## config.mk

```make
export PLATFORM = sky130hd
export DESIGN_NAME = rr_arbiter16
export DESIGN_NICKNAME = d
export VERILOG_FILES = /design/src/rtl/rr_arbiter16_pkg.sv /design/src/rtl/rr_arbiter16_pick.sv /design/src/rtl/rr_arbiter16.sv
export SDC_FILE = /design/constraint.sdc
export NUM_CORES = 1
export LEC_CHECK = 0
export BUFFER_PORTS_ARGS = -buffer_cell sky130_fd_sc_hd__buf_2
export CORE_ASPECT_RATIO = 0.7
export CORE_MARGIN = 2
export CORE_UTILIZATION = 40
export DETAILED_ROUTE_END_ITERATION = 8
export PLACE_DENSITY_LB_ADDON = 0.3
export RECOVER_POWER = 100
export SYNTH_ARGS = -nofsm -noshare
export SYNTH_HDL_FRONTEND = slang
export SYNTH_SLANG_ARGS = --single-unit
export TNS_END_PERCENT = 1
```

## constraint.sdc

```tcl
create_clock -name clk -period 2.99 [get_ports clk]
set_input_delay 0.299 -clock clk [delete_from_list [all_inputs] [get_ports clk]]
set_output_delay 0.299 -clock clk [all_outputs]
set_load 0.01 [all_outputs]
```

## src/rtl/rr_arbiter16_pkg.sv

```systemverilog
// Shared constants, state encoding and the 16-to-4 one-hot encoder.
package rr_arbiter16_pkg;

  localparam int unsigned N            = 16;
  localparam int unsigned IDW          = 4;
  localparam int unsigned MAX_HOLD_DEF = 15;

  typedef enum logic {
    IDLE  = 1'b0,
    GRANT = 1'b1
  } state_t;

  // Encode a one-hot (or zero) vector to its binary index; zero maps to 0.
  function automatic logic [IDW-1:0] enc16(input logic [N-1:0] onehot);
    logic [IDW-1:0] id;
    id = '0;
    for (int i = 0; i < N; i++) begin
      if (onehot[i]) id = id | IDW'(i);
    end
    return id;
  endfunction

endpackage

```

## src/rtl/rr_arbiter16_pick.sv

```systemverilog
// Round-robin selector: first set request at or after ptr, with wrap.
module rr_pick16
  import rr_arbiter16_pkg::*;
(
  input  logic [N-1:0]   req,
  input  logic [IDW-1:0] ptr,
  output logic [N-1:0]   sel_onehot,
  output logic [IDW-1:0] sel_id,
  output logic           any
);

  logic [2*N-1:0] rot_r;
  logic [2*N-1:0] rot_l;
  logic [N-1:0]   rot;
  logic [N-1:0]   first;

  // Rotate so ptr sits at bit 0, isolate lowest set bit, rotate back, encode.
  always_comb begin
    rot_r      = {req, req} >> ptr;
    rot        = rot_r[N-1:0];
    first      = rot & (~rot + 16'd1);
    rot_l      = {first, first} << ptr;
    sel_onehot = rot_l[2*N-1:N];
    sel_id     = enc16(sel_onehot);
    any        = |req;
  end

endmodule

```

## src/rtl/rr_arbiter16.sv

```systemverilog
// 16-requester round-robin arbiter with done/drop/hold-limit release.
module rr_arbiter16
  import rr_arbiter16_pkg::*;
#(
  parameter int unsigned MAX_HOLD = MAX_HOLD_DEF
) (
  input  logic           clk,
  input  logic           rst,
  input  logic           en,
  input  logic [N-1:0]   req,
  input  logic           done,
  output logic [N-1:0]   gnt,
  output logic [IDW-1:0] gnt_id,
  output logic           gnt_vld,
  output logic           timeout
);

  state_t         state;
  logic [IDW-1:0] ptr;
  logic [IDW-1:0] cnt;
  logic [N-1:0]   pick_onehot;
  logic [IDW-1:0] pick_id;
  logic           pick_any;

  rr_pick16 u_pick (
    .req        (req),
    .ptr        (ptr),
    .sel_onehot (pick_onehot),
    .sel_id     (pick_id),
    .any        (pick_any)
  );

  // Arbitration FSM with registered grant outputs; done beats timeout.
  always_ff @(posedge clk) begin
    if (rst) begin
      state   <= IDLE;
      ptr     <= '0;
      cnt     <= '0;
      gnt     <= '0;
      gnt_id  <= '0;
      gnt_vld <= 1'b0;
      timeout <= 1'b0;
    end else begin
      timeout <= 1'b0;
      case (state)
        IDLE: begin
          if (en && pick_any) begin
            state   <= GRANT;
            gnt     <= pick_onehot;
            gnt_id  <= pick_id;
            gnt_vld <= 1'b1;
            cnt     <= IDW'(1);
          end
        end
        GRANT: begin
          if (done || !req[gnt_id] ||
              (MAX_HOLD != 0 && cnt == IDW'(MAX_HOLD))) begin
            state   <= IDLE;
            gnt     <= '0;
            gnt_id  <= '0;
            gnt_vld <= 1'b0;
            cnt     <= '0;
            ptr     <= gnt_id + 4'd1;
            timeout <= !done && req[gnt_id];
          end else if (cnt != 4'hF) begin
            cnt <= cnt + 4'd1;
          end
        end
        default: state <= IDLE;
      endcase
    end
  end

endmodule

```

==> Flow_metrics.wiki <==
{| class="wikitable"
! Metric !! Value
|-
| Result of the run || finished, violations left
|-
| Violations in the final reports || setup timing
|-
| Count of vias placed by the detailed router || 5727
|-
| Commonest cells after routing, fill and taps aside || buf_4, nand2_1, nor2_1
|-
| Detailed placer's ending HPWL || 15400 µm
|-
| Cells traversed along the worst timing path || buf_12 > mux2_2 > a221oi_4 > buf_4 > a32o_1 > a211oi_1 > o211ai_1 > buf_4 > buf_4 > and3_1 > o2111ai_2 > buf_4 > nor4_1 > nor3_1
|-
| Worst vdd rail ir drop || 272 µV
|-
| Area fraction in and, or, nand and nor cells after synthesis || 21.6%
|-
| Wire length of the first global-routing pass || 31100 µm
|-
| Post-synthesis instance area || 4400 µm²
|-
| Compound-cell area share of the yosys netlist || 30.8%
|-
| Worst-skew pair later-pin latency || 280 ps
|-
| Hold slack final || 339 ps
|-
| Cell with the largest stage delay on the worst path || mux2_2
|-
| Clock-pin slew on the worst setup and hold paths || 60 ps
|-
| Overall die area || 11900 µm²
|-
| Avg Vias per Cell || 6.37
|-
| Gate count after technology mapping || 553
|-
| Synthesized net count || 575
|-
| Adder-cell share of the synthesized area || 0.569%
|-
| Top cells by area, synth || dfxtp_1, mux4_2, mux2_2
|-
| Rel. slew slack || 60.2%
|-
| Most common cell on crit path || buf_4
|-
| Number of global-route vias before repair || 5470
|-
| Worst hold path type || input pin to flop
|-
| Ys async rst share || 0%
|-
| Sinks on Clock Net || 31
|-
| Unrepaired setup endpoints after global routing || true
|-
| Cell Count Post-Placement || 877
|-
| Pre-Repair DR Iteration Count || 8
|-
| Yosys synthesis warning count || 0
|-
| WP data required || 3120 ps
|-
| Minimum setup slack in the final design || -513 ps
|-
| Number of hold buffers added after cts || 0
|-
| Cell area after placement || 6030 µm²
|-
| Fin Setup TNS || -7170 ps
|-
| Buffer depth of the longest clock path || 2
|-
| GRT Util Overall || 33.6%
|-
| Leakage power of the design || 2.58 nW
|-
| Clock root buffer master || clkbuf_16
|-
| Count of max-cap constraint violations || 0
|-
| Clock tree skew after final layout || 4.98 ps
|-
| Clock tree from TritonCTS || built
|-
| Routed length per instance || 22.0 µm
|-
| Number of antenna violations at the first check in global routing || 0
|-
| Post-synthesis sequential area ratio || 14.1%
|-
| Std-Cell Rows || 31
|-
| Endpoint kind of the worst setup timing path || flop
|-
| Total overflow reported by the global router || 0
|-
| Die W || 129 µm
|-
| Setup-violating endpoint count in the final report || 20
|-
| Count of H-tree levels built during CTS || 2
|-
| Non-Filler Cell Area, Final || 6510 µm²
|-
| Gpl congestion || 1.00
|-
| Maximum cell stage delay along the critical path || 440 ps
|-
| Power per cell area || 453 nW/µm²
|-
| Cts bufs inserted || 5
|-
| Avg Cell Area, Syn || 7.96 µm²
|-
| Total wire length || 19800 µm
|-
| Xor and xnor fraction of the mapped netlist area || 0.597%
|-
| Synth Register Bits || 31
|-
| Number of top-level pins || 42
|-
| Share of Yosys cell area claimed by the top area cell type || 14.1%
|-
| Leading cell type in the layout, fill and taps excluded || buf_4
|-
| Combinational family with the most area after synthesis || compound AO/OA/AOI/OAI gates
|-
| FF-to-FF Start || ptr[2]
|-
| Main synth FF type || dfxtp_1
|-
| Final number of max-transition violations || 0
|-
| Count of unique library cells instantiated by Yosys || 77
|-
| Share of synthesized area spent on multiplexers || 25.9%
|-
| DR DRC count || 0
|-
| NumNets Final || 772
|-
| Number of buffer cells added on primary ports || 41
|-
| Non-Filler Instances || 899
|-
| Worst setup path class || flop to flop
|-
| Area Overhead vs Synth || 48.0%
|-
| Fill count || 962
|-
| Setup crit start kind || flop
|-
| Post-synth EDFFs || 0
|-
| Antenna fix cells || 0
|-
| Final number of hold-violating endpoints || 0
|-
| Period Utilization, post-route || 117%
|-
| Initial core utilization || 41.9%
|-
| Fin crit period || 3500 ps
|-
| Cell type with the highest aggregate area in the netlist || dfxtp_1
|-
| Footprint of the multi-input gates || 3710 µm²
|-
| Maximum number of pins on one net before global-route repair || 33
|-
| Largest fanout on the critical path || 16
|-
| Share of cells above drive strength 1 || 44.5%
|-
| Slew at the pin with the worst max-slew slack || 598 ps
|-
| Floorplan die height || 91.7 µm
|-
| Core Footprint || 10500 µm²
|-
| Launch point of the critical path || ptr[2]
|-
| Arr. time, crit path || 3640 ps
|-
| Number of nets still failing antenna checks after routing || 0
|-
| Combined flip-flop and latch cell area || 629 µm²
|-
| Launch point of the worst hold path || done
|-
| Fmax achieved || 285 MHz
|-
| Violation count after the first detailed-routing iteration || 880
|}
## sequential cells by signal (all words and copies together), names as in the netlist
signal	cells
gnt_vld	1
gnt_id	4
ptr	4
cnt	4
gnt	16
timeout	1
state	1
## critical path, delay by kind of cell (launching register included)
kind	cells	cell delay, ps
simple gates	3	650
flops	1	430
buf+inv	5	830
mux	1	440
compound gates	5	990
## Yosys cell counts (16+ instances only)
library cell,count
mux2i_1,28
mux4_2,24
a21oi_1,34
nand3_1,32
nor2_1,43
mux2_2,26
o21ai_0,16
nor3_1,16
dfxtp_1,31
nand2_1,48
a22oi_1,19
clkbuf_1,40
## worst paths after layout
| path | cells after the start | to | slack, ps |
|---|---|---|---|
| setup reg to reg | 14 | gnt_id[0] | -510 |
| hold reg to reg | 2 | gnt[10] | 450 |
| setup / recovery | 14 | gnt_id[0] | -510 |
| hold / removal | 3 | timeout | 340 |
## final cells by class
type / instances / share of cell area [%]
clock buffers: 5 / 1.92
inverters: 7 / 0.404
clock inverters: 3 / 0.673
multi-input cells: 457 / 56.9
repair buffers: 248 / 27.6
well taps: 148 / 2.84
flip-flops and latches: 31 / 9.67
## metrics by stage
stage	utilization (%)	total power [W]	setup WS, ps
after floorplan	-	0.00141	-166
after global placement	57.4	0.00217	-616
after detailed placement	57.4	0.00218	-586
after CTS	60.9	0.00285	-411
after global routing	61.9	0.00309	-617
final	61.9	0.00295	-513
## power by group
group	internal, W	switching, W	total (W)
sequential	0.000448	0.0000510	0.000499
combinational	0.000854	0.00101	0.00186
clock	0.000392	0.000198	0.000591
## what timing repair did
action	4_1_cts	5_1_grt
buffers inserted	7	7
gates resized for setup	31	16
hold endpoints to repair	0	0
setup endpoints to repair	20	20
pin swaps	20	12
## logic make-up after synthesis
| family | count (synthesis) |
|---|---|
| xor+xnor | 3 |
| flops | 31 |
| simple gates | 191 |
| fa+ha+maj | 2 |
| mux | 80 |
| buf+inv | 65 |
| compound gates | 181 |
## layer usage
metal  GRT usage, %  part of all wire (%)
met1           51.3                    45
met2           47.8                    41
met3           9.22                    12
met4           4.62                   1.2
met5              0                     0
(Power assumes the default switching activity.)
